===== src/rtl/mitchell_pkg.sv =====
// Shared widths and the characteristic-to-shift helper for the Mitchell log multiplier.
// Latency: none (package only).
// Backpressure: not applicable.
//
// Used by the log-encode, log-add and antilog blocks so every stage agrees on the
// operand width. Contents:
//   LOG2_WIDTH / WIDTH : operand width (WIDTH = 2**LOG2_WIDTH)
//   PROD_W             : linear product width (2*WIDTH)
//   SH_W               : width of a characteristic K and of a shift amount
//   shamt(k)           : returns {dir, sh}; dir=1 means left shift by sh
package mitchell_pkg;

    localparam int LOG2_WIDTH = 4;
    localparam int WIDTH      = 2 ** LOG2_WIDTH;
    localparam int PROD_W     = 2 * WIDTH;
    localparam int SH_W       = LOG2_WIDTH + 1;

    // The mantissa {1,X} carries an implied binary point WIDTH-1 places up,
    // so K=WIDTH-1 is the unshifted case; above it we shift left, below right.
    function automatic logic [SH_W:0] shamt(input logic [SH_W-1:0] k);
        logic [SH_W-1:0] c;
        logic            d;
        c = SH_W'(WIDTH - 1);
        d = (k >= c);
        return {d, (d ? (k - c) : (c - k))};
    endfunction

endpackage


===== src/rtl/antilog_shifter.sv =====
// Bidirectional barrel shifter that turns mantissa {1,X} and {dir,sh} into the linear product.
// Latency: combinational.
// Backpressure: none; the enclosing pipeline register decides when the result is taken.
//
// Ports:
//   i_m    : WIDTH-bit mantissa {1,X}
//   i_dir  : 1 = shift left, 0 = shift right
//   i_sh   : shift amount
//   i_zero : force the product to 0
//   o_p    : PROD_W-bit product
// Build option ANTILOG_ROUND_EN: when defined, right shifts add the last dropped
// bit (round half up); when undefined the dropped bits are truncated.
module antilog_shifter
    import mitchell_pkg::*;
(
    input  logic [WIDTH-1:0]  i_m,
    input  logic              i_dir,
    input  logic [SH_W-1:0]   i_sh,
    input  logic              i_zero,
    output logic [PROD_W-1:0] o_p
);

    logic [PROD_W-1:0] w_ext;
    logic [PROD_W-1:0] w_left;
    logic [PROD_W-1:0] w_right;
    logic [PROD_W-1:0] w_right_fin;

    assign w_ext   = PROD_W'(i_m);
    // Largest left shift is WIDTH, so m<<sh always fits in PROD_W bits.
    assign w_left  = w_ext << i_sh;
    assign w_right = w_ext >> i_sh;

`ifdef ANTILOG_ROUND_EN
    logic w_rbit;
    // Bit sh-1 of m is the first bit dropped by the right shift. Gated on sh!=0
    // because sh-1 wraps for sh=0. The increment cannot carry out: the largest
    // right-shift result is below 2**WIDTH.
    assign w_rbit      = !i_dir && (i_sh != '0) &&
                         (|(w_ext & (PROD_W'(1) << (i_sh - SH_W'(1)))));
    assign w_right_fin = w_right + PROD_W'(w_rbit);
`else
    assign w_right_fin = w_right;
`endif

    assign o_p = i_zero ? '0 : (i_dir ? w_left : w_right_fin);

endmodule


===== src/rtl/mitchell_antilog.sv =====
// Antilog decode stage: rebuilds P = {1,X} * 2^K / 2^(WIDTH-1) from characteristic K and fraction X.
// Latency: 2 cycles from input accept to out_valid; one beat per cycle when out_ready stays high.
// Backpressure: valid/ready; a stalled output holds, S1 holds, in_ready drops once S1 is also full.
//
// Ports: clk, rst_n (async active-low), in_valid/in_ready/in_zero/in_k/in_x input beat,
//        out_valid/out_ready/out_p/out_zero product beat.
// Widths come from mitchell_pkg so encode, add and decode stay consistent.
// Build option ANTILOG_ROUND_EN selects round-half-up on right shifts (see antilog_shifter).
module mitchell_antilog
    import mitchell_pkg::*;
(
    input  logic              clk,
    input  logic              rst_n,
    input  logic              in_valid,
    output logic              in_ready,
    input  logic              in_zero,
    input  logic [SH_W-1:0]   in_k,
    input  logic [WIDTH-2:0]  in_x,
    output logic              out_valid,
    input  logic              out_ready,
    output logic [PROD_W-1:0] out_p,
    output logic              out_zero
);

    // S1: decoded shift request
    logic              r_s1_valid;
    logic              r_s1_zero;
    logic [WIDTH-1:0]  r_s1_m;
    logic              r_s1_dir;
    logic [SH_W-1:0]   r_s1_sh;

    // S2: product
    logic              r_out_valid;
    logic [PROD_W-1:0] r_out_p;
    logic              r_out_zero;

    logic              w_s2_accept;
    logic [SH_W:0]     w_shamt;
    logic [PROD_W-1:0] w_p;

    assign w_s2_accept = !r_out_valid || out_ready;
    // Depends only on registered state and out_ready, never on in_valid.
    assign in_ready    = !r_s1_valid || w_s2_accept;
    assign w_shamt     = shamt(in_k);

    always_ff @(posedge clk or negedge rst_n) begin
        if (!rst_n) begin
            r_s1_valid <= 1'b0;
            r_s1_zero  <= 1'b0;
            r_s1_m     <= '0;
            r_s1_dir   <= 1'b0;
            r_s1_sh    <= '0;
        end else if (in_ready) begin
            r_s1_valid <= in_valid;
            if (in_valid) begin
                r_s1_zero <= in_zero;
                r_s1_m    <= {1'b1, in_x};
                r_s1_dir  <= w_shamt[SH_W];
                r_s1_sh   <= w_shamt[SH_W-1:0];
            end
        end
    end

    antilog_shifter u_shifter (
        .i_m    (r_s1_m),
        .i_dir  (r_s1_dir),
        .i_sh   (r_s1_sh),
        .i_zero (r_s1_zero),
        .o_p    (w_p)
    );

    // S2 loads whenever it is empty or being drained, so a drain and a fill in
    // the same cycle move exactly one beat forward.
    always_ff @(posedge clk or negedge rst_n) begin
        if (!rst_n) begin
            r_out_valid <= 1'b0;
            r_out_p     <= '0;
            r_out_zero  <= 1'b0;
        end else if (w_s2_accept) begin
            r_out_valid <= r_s1_valid;
            if (r_s1_valid) begin
                r_out_p    <= w_p;
                r_out_zero <= r_s1_zero;
            end
        end
    end

    assign out_valid = r_out_valid;
    assign out_p     = r_out_p;
    assign out_zero  = r_out_zero;

endmodule


===== config.mk =====
export PLATFORM = sky130hd
export DESIGN_NAME = mitchell_antilog
export DESIGN_NICKNAME = d
export VERILOG_FILES = /design/src/rtl/mitchell_pkg.sv /design/src/rtl/antilog_shifter.sv /design/src/rtl/mitchell_antilog.sv
export SDC_FILE = /design/constraint.sdc
export NUM_CORES = 1
export LEC_CHECK = 0
export CAP_MARGIN = 10
export CORE_MARGIN = 2
export CORE_UTILIZATION = 47
export DETAILED_ROUTE_END_ITERATION = 10
export DONT_BUFFER_PORTS = 1
export SLEW_MARGIN = 10
export SYNTH_ARGS = -nofsm -noshare
export SYNTH_HDL_FRONTEND = slang
export SYNTH_HIERARCHICAL = 1
export SYNTH_SLANG_ARGS = --single-unit
export TNS_END_PERCENT = 5

===== constraint.sdc =====
create_clock -name clk -period 2.6 [get_ports clk]
set_input_delay 0.52 -clock clk [delete_from_list [all_inputs] [get_ports clk]]
set_output_delay 0.52 -clock clk [all_outputs]
set_load 0.01 [all_outputs]

==> results.yml, run 1 <==
status:
  status: "completed"
pwr:
  power_mw: 3.46
  vdd_drop_max_uv: 369
  p_leak_nw: 1.93
  power_density_mw_per_mm2: 744
timing:
  rsz0062_at_grt: "no"
  period_minus_slack_ps: 2370
  worst_clock_skew_ps: 8.64
  timing.fmax_mhz: 423
  relSlewSlack: 0.603
  post-route-period-util: 0.910
  hold_violations: 0
  maxSlewViolCount: 0
  finalSetupViolations: 0
  fin_tns_setup_ps: 0
  tightest_slew_ps: 596
synthesis:
  avgSynthCellArea_sq_um: 11.6
  seq_area_frac_synth: 0.333
  ys.flop_type: "dfrtp_1"
  synth_area_leaders: "dfrtp_1 33%, mux4_2 13%, mux2_2 12%"
  yosys_warnings: 6
  syn_inst: 375
  netlist-cell-type-count: 70
  synth_seq_cells: 58
  yosysTopAreaCellShare: 0.333
  synth_area_sq_mm: 0.00436
  synth_largest_area_cell: "dfrtp_1"
  async_flop_share: 1.00
  synth_edf_count: 0
  synth_fp_nets: 402
die:
  dieArea_sq_mm: 0.0101
  io_pins: 60
  fp.coreArea_sq_mm: 0.00911
  die_h_um: 100
  die_x_um: 100
  initial_core_util: 0.479
  rows: 35
cts:
  cts_buffers: 9
  cts_setup_buffers: 0
  numClockSinks: 58
  clock_latency_ps: 350
  path_clk_slew_ps: 70
  cts_root_buffer: "clkbuf_8"
  clk_path_buf_depth: 2
  cts_tree: "built"
  htree_levels: 3
final_layout:
  seqCellArea_sq_mm: 0.00146
  nFillCells: 824
  layout-drive-gt1-share: 0.339
  fin_nets: 400
  mostFrequentLayoutCell: "dfrtp_1"
  antenna_cells: 0
  multi_input_comb_area_sq_mm: 0.00270
  area_growth_pct: 6.69
  final_cell_mix: "55 x dfrtp_1, 48 x mux2_2, 25 x mux4_2, 23 x mux2i_1"
global_routing:
  grt_pass1_wl_um: 17600
  antenna_found_initial: 0
  track_usage: 0.229
  grt_max_degree: 59
  grt_pass1_vias: 3199
  overflow: 0
critical_path:
  reg2reg_to: "out_p[6]"
  crit_path_end_kind: "flip-flop"
  r2r_cells: 6
  crit_fanout: 24
  r2r_setup_slack_ps: 230
  cp.arrival_ps: 2610
  r2r-start: "r_s1_sh[1]"
  worst_ep_required_time_ps: 2840
  worstSetupStartpointType: "flip-flop"
  critPathKind: "reg -> reg"
place:
  place_congestion: 0.931
  port_buffers: 0
  dp_hpwl_um: 7830
routing:
  via_per_inst: 6.63
  drt_iter0_markers: 314
  first_pass_iters: 5
  drt.antenna.violating_nets: 0
  vias: 3243
  routed_wl_um: 10900
  drcViolationCount: 0
  drt-wirelength-per-cell_um: 22.2
job:
  cap_violations: 0
min_path:
  hp-class: "in -> async"
[per-layer routing]
layer | track usage | part of all wire | wire (um) | up-vias
met3 | 0.0446 | 0.071 | 776 | 18
met4 | 0.0885 | 0.022 | 237 | 0
li1 | - | - | - | 1460
met2 | 0.347 | 0.45 | 4880 | 148
met5 | 0 | 0 | 0 | -
met1 | 0.324 | 0.46 | 4960 | 1617
[cells in the mapped netlist (4+ instances only)]
master,number
buf_2,8
buf_4,5
dfrtp_1,58
a21oi_1,6
o21ai_1,6
mux2_4,10
o22ai_1,7
a22oi_1,5
nor2_1,18
nor2b_1,12
o21ai_0,9
o32ai_1,5
a2bb2oi_1,4
mux4_2,25
nand2b_1,10
mux2i_1,23
nor3_1,5
mux2_2,48
clkbuf_1,8
nand2_1,18
nand3_1,4
[power breakdown]
| group | internal (mW) | leakage, nW | switching, mW |
|---|---|---|---|
| clock | 0.467 | 0.0974 | 0.364 |
| sequential | 1.05 | 0.734 | 0.275 |
| combinational | 0.664 | 1.10 | 0.644 |
| total | 2.18 | 1.93 | 1.28 |
[sequential cells by signal, summed over array words and instances (netlist names)]
| name | count |
|---|---|
| out_p | 32 |
| r_s1_m | 16 |
| out_valid | 1 |
| r_s1_sh | 5 |
| r_s1_valid | 1 |
| out_zero | 1 |
| r_s1_zero | 1 |
| r_s1_dir | 1 |
[worst max-delay path: stages (launching register included)]
cell and delay (ps):
dfrtp_2 480, buf_4 330, nor2b_1 120, mux4_2 490, a221oi_1 450, o21ai_1 110, mux2_2 270
[layout make-up]
type | instances | area share
Multi-Input combinational cell | 283 | 0.580
Sequential cell | 58 | 0.313
Timing Repair Buffer | 16 | 0.0328
Clock buffer | 13 | 0.0320
Tap cell | 111 | 0.0299
Clock inverter | 3 | 0.00861
Inverter | 5 | 0.00403
[logic make-up after synthesis]
logic type	synth area share
adder cells (fa/ha/maj)	0.00574
AO/OA/AOI/OAI	0.136
AND/OR/NAND/NOR	0.122
buffers and inverters	0.0485
multiplexers	0.355
flip-flops	0.333
[worst max path at each step]
| stage | startpoint | to | slack [ps] |
|---|---|---|---|
| after floorplan | r_s1_sh[0] | out_p[12] | 590 |
| after CTS | r_s1_sh[1] | out_p[6] | 260 |
| final | r_s1_sh[1] | out_p[6] | 230 |
| after global routing | r_s1_sh[0] | out_p[13] | 140 |
| after detailed placement | r_s1_sh[1] | out_p[6] | 260 |
| after global placement | r_s1_sh[1] | out_p[6] | 250 |
[timing repair]
action / CTS / global route
hold buffers: 1 / 0
hold endpoints to repair: 58 / 0
endpoints found under the setup margin: 0 / 0
gates resized for setup: 0 / 0
[per-stage QoR]
| step | cells | util | cell area, sq um | hold WS, ps | setup WS (ps) |
|---|---|---|---|---|---|
| 2_1_floorplan | 375 | - | 4360 | 224 | 586 |
| 3_3_place_gp | 472 | 0.487 | 4440 | 226 | 253 |
| 3_5_place_dp | 472 | 0.487 | 4440 | 226 | 262 |
| 4_1_cts | 489 | 0.511 | 4650 | 34.0 | 261 |
| 5_1_grt | 489 | 0.511 | 4650 | 26.1 | 145 |
| 6_report | 489 | 0.511 | 4650 | 11.2 | 234 |
No activity file was read; power rests on OpenSTA's default activity.
==> run 2: changes to the inputs <==
- CORE_MARGIN: 2 -> 3
- clock period: 2.6 -> 2.75 ns (I/O delays scaled with it)
==> results.yml, run 2 (synthesis gave the netlist of run 1 again) <==
routing:
  routed.top_layer: "met4"
  wl_met1_um: 5120
  drt_iter0_markers: 429
  first_pass_iters: 5
  via_per_inst: 6.66
  wl_met3_um: 717
  drcViolationCount: 0
  vias: 3224
  drt-wirelength-per-cell_um: 23.0
  routed_wl_um: 11100
  wl_met2_um: 5100
  drt.antenna.violating_nets: 0
global_routing:
  grt_max_degree: 59
  grt_pass1_vias: 3138
  track_usage: 0.223
  grt_pass1_wl_um: 17700
  antenna_found_initial: 0
  overflow: 0
critical_path:
  cp.arrival_ps: 2760
  crit_path_end_kind: "flip-flop"
  critPathKind: "reg -> reg"
  cp_top_family: "multiplexers"
  path_buf_inv: 1
  worstSetupStartpointType: "flip-flop"
  cp_slowest_cell: "dfrtp_2"
  worst_ep_required_time_ps: 2980
  crit_fanout: 21
  crit_chain: "buf_12 -> mux4_2 -> a221oi_1 -> o21ai_1 -> mux2_2"
  max_stage_delay_ps: 750
die:
  rows: 34
  fp.coreArea_sq_mm: 0.00885
  die_h_um: 102
  die_x_um: 102
  io_pins: 60
  initial_core_util: 0.493
  dieArea_sq_mm: 0.0105
cts:
  numClockSinks: 58
  clock_latency_ps: 350
  htree_levels: 3
  cts_tree: "built"
  postCtsResizedCells: 0
  cts_root_buffer: "clkbuf_8"
  cts_buffers: 9
  clk_path_buf_depth: 2
  path_clk_slew_ps: 60
place:
  place_area_sq_mm: 0.00442
  port_buffers: 0
  place_congestion: 0.910
  dp_hpwl_um: 7900
timing:
  finalSetupViolations: 0
  period_minus_slack_ps: 2530
  maxSlewViolCount: 0
  hold_violations: 0
  rsz0062_at_grt: "no"
  fin_tns_setup_ps: 0
  tightest_slew_ps: 671
  post-route-period-util: 0.920
  relSlewSlack: 0.553
  timing.fmax_mhz: 395
  worst_clock_skew_ps: 11.6
pwr:
  vdd_drop_max_uv: 325
  p_leak_nw: 1.93
  pwr-share-seq: 0.385
  power_density_mw_per_mm2: 711
  p_clk_frac: 0.249
  combPwrFrac: 0.366
  netSwitchingPower_mw: 1.21
  power_switching_share: 0.365
  internal_power_mw: 2.10
final_layout:
  area_growth_pct: 6.69
  mostFrequentLayoutCell: "dfrtp_1"
  final_cell_mix: "55 x dfrtp_1, 48 x mux2_2, 25 x mux4_2, 23 x mux2i_1"
  antenna_cells: 0
  layout-drive-gt1-share: 0.338
  largest_register_ffs: 32
  fin_area_sq_mm: 0.00465
  fin_nets: 398
min_path:
  hp-class: "in -> async"
job:
  cap_violations: 0
status:
  status: "completed"
==> run 2: final cells by class <==
class,instances,area [sq um]
Sequential cell,58,1460
Inverter,5,18.8
Multi-Input combinational cell,283,2700
Clock buffer,14,173
Clock inverter,2,35.0
Tap cell,108,135
Timing Repair Buffer,14,138
Fill cell,769,4200
==> run 2: per-layer routing <==
layer,track usage,vias to the layer above
met5,0,-
met4,0.0767,0
met3,0.0464,21
met2,0.335,156
met1,0.321,1583
li1,-,1464
==> run 2: worst paths after layout <==
check                           start  cells past startpoint  slack, ps          to
setup reg to reg           r_s1_sh[0]                      5        220    out_p[6]
hold / removal                  rst_n                      1         60    out_p[3]
setup / recovery           r_s1_sh[0]                      5        220    out_p[6]
min in group clk              in_k[0]                      1        330  r_s1_sh[0]
hold reg to reg            r_s1_valid                      1        500   out_valid
max in group asynchronous       rst_n                      1       2430  r_s1_sh[1]
==> run 2: stage by stage <==
stage / setup WS (ps) / power [mW] / util / hold slack [ps] / std cells
floorplan: 736 / 2.17 / - / 254 / 375
global placement: 277 / 2.45 / 0.499 / 256 / 467
finish: 220 / 3.31 / 0.526 / 64.4 / 484
CTS: 249 / 3.32 / 0.526 / 62.6 / 484
detailed placement: 256 / 2.45 / 0.499 / 256 / 467
global route: 92.6 / 3.49 / 0.526 / 76.6 / 484
==> run 2: power groups by stage <==
stage / Sequential, mW / Clock, mW / Combinational (mW)
3_5_place_dp: 1.29 / 0 / 1.17
4_1_cts: 1.27 / 0.852 / 1.19
5_1_grt: 1.30 / 0.895 / 1.30
3_3_place_gp: 1.28 / 0 / 1.16
6_report: 1.27 / 0.824 / 1.21
2_1_floorplan: 1.16 / 0 / 1.01
==> run 2: repair_timing <==
item | CTS | global route
buffers inserted | 0 | 0
hold buffers | 1 | 0
hold endpoints to repair | 58 | 0
==> run 3: changes to the inputs <==
==> constraint.sdc (replaced) <==
create_clock -name clk -period 2.75 [get_ports clk]
set_input_delay 0.55 -clock clk [delete_from_list [all_inputs] [get_ports clk]]
set_output_delay 0.55 -clock clk [all_outputs]
set_load 0.1 [all_outputs]
==> results.yml, run 3 (synthesis gave the netlist of run 1 again) <==
global_routing:
  antenna_found_initial: 0
  grt_max_degree: 59
  grt_pass1_wl_um: 17500
  grt_pass1_vias: 3175
  overflow: 0
  track_usage: 0.219
place:
  place_congestion: 0.934
  place_area_sq_mm: 0.00443
  port_buffers: 0
  dp_hpwl_um: 7950
  dp_slack_ps: 238
  numPlacedInstances: 469
critical_path:
  worstSetupStartpointType: "flip-flop"
  r2r-start: "r_s1_sh[0]"
  crit_fanout: 21
  critPathKind: "reg -> reg"
  cp-endpoint: "out_p[21]"
  cp-startpoint: "r_s1_sh[0]"
  r2r_setup_slack_ps: 220
  cp.arrival_ps: 2760
  worst_ep_required_time_ps: 2980
  crit_chain: "buf_12 -> mux2i_1 -> o22ai_1 -> a22oi_1 -> o22ai_1 -> mux2_2"
  reg2reg_to: "out_p[21]"
  r2r_cells: 6
  crit_path_end_kind: "flip-flop"
  cp_slowest_cell: "dfrtp_2"
  path_depth: 6
  path_buf_inv: 1
  max_stage_delay_ps: 740
  cp_top_family: "multiplexers"
  crit_top_cell: "o22ai_1"
final_layout:
  antenna_cells: 0
  final_cells: 485
  mostFrequentLayoutCell: "dfrtp_1"
  nFillCells: 789
  layout-drive-gt1-share: 0.342
  fin_util: 0.527
  area_growth_pct: 6.94
  largest_register_ffs: 32
  final_cell_mix: "55 x dfrtp_1, 48 x mux2_2, 25 x mux4_2, 23 x mux2i_1"
  fin_area_sq_mm: 0.00466
  fin_nets: 400
die:
  fp.coreArea_sq_mm: 0.00885
  die_h_um: 102
  initial_core_util: 0.493
  rows: 34
  dieArea_sq_mm: 0.0105
  io_pins: 60
  die_x_um: 102
pwr:
  p_leak_nw: 1.94
  power_density_mw_per_mm2: 843
  vdd_drop_max_uv: 309
  power_mw: 3.93
status:
  status: "completed"
timing:
  rsz0062_at_grt: "no"
  tightest_slew_ps: 934
  maxSlewViolCount: 0
  holdWs_ps: 53.2
  finalSetupViolations: 0
  hold_violations: 0
  post-route-period-util: 0.919
  worst_slack_ps: 222
  worst_clock_skew_ps: 11.0
  timing.fmax_mhz: 396
  period_minus_slack_ps: 2530
  relSlewSlack: 0.378
  fin_tns_setup_ps: 0
cts:
  cts_setup_buffers: 0
  cts_tree: "built"
  postCtsResizedCells: 0
  clk_path_buf_depth: 2
  cts_root_buffer: "clkbuf_8"
  htree_levels: 3
  numClockSinks: 58
  cts_buffers: 9
  path_clk_slew_ps: 70
  clock_latency_ps: 350
routing:
  first_pass_iters: 5
  drt-wirelength-per-cell_um: 22.3
  wl_met2_um: 5100
  routed_wl_um: 10800
  wl_met3_um: 664
  wl_met1_um: 4920
  drt.antenna.violating_nets: 0
  vias: 3219
  via_per_inst: 6.64
  drt_iter0_markers: 253
  routed.top_layer: "met4"
  drcViolationCount: 0
job:
  cap_violations: 0
min_path:
  hp-class: "in -> async"
-- run 3: metal layers --
metal | vias up | global-route usage
li1 | 1463 | -
met1 | 1602 | 0.312
met2 | 141 | 0.334
met3 | 13 | 0.0546
met4 | 0 | 0.0626
met5 | - | 0
-- run 3: power by group --
part | total, mW | switching [mW] | internal, mW
combinational | 1.23 | 0.612 | 0.620
sequential | 1.88 | 0.901 | 0.976
clock | 0.821 | 0.335 | 0.487
-- run 3: cell type report --
class | instances | area, sq um | share of cell area
clock buffers | 13 | 169 | 0.0362
clock inverters | 2 | 35.0 | 0.00751
inverters | 5 | 18.8 | 0.00402
multi-input cells | 283 | 2700 | 0.578
flip-flops and latches | 58 | 1460 | 0.312
well taps | 108 | 135 | 0.0290
repair buffers | 16 | 153 | 0.0327
-- run 3: worst reg2reg max path, cell delays in order (launching register included) --
cell and delay [ps]:
dfrtp_2 740, buf_12 250, mux2i_1 500, o22ai_1 230, a22oi_1 300, o22ai_1 130
mux2_2 270
-- run 3: worst min-delay path by stage --
stage	slack, ps	startpoint	end	cells after the start
6_report	50	rst_n	out_p[4]	1
5_1_grt	50	rst_n	out_p[11]	1
2_1_floorplan	250	rst_n	out_p[0]	0
4_1_cts	70	rst_n	out_p[7]	1
3_5_place_dp	260	rst_n	out_p[7]	0
3_3_place_gp	260	rst_n	out_p[5]	0
-- run 3: repair_timing --
action	CTS	global route
setup endpoints to repair	0	0
hold buffers	1	0
hold endpoints to repair	58	0
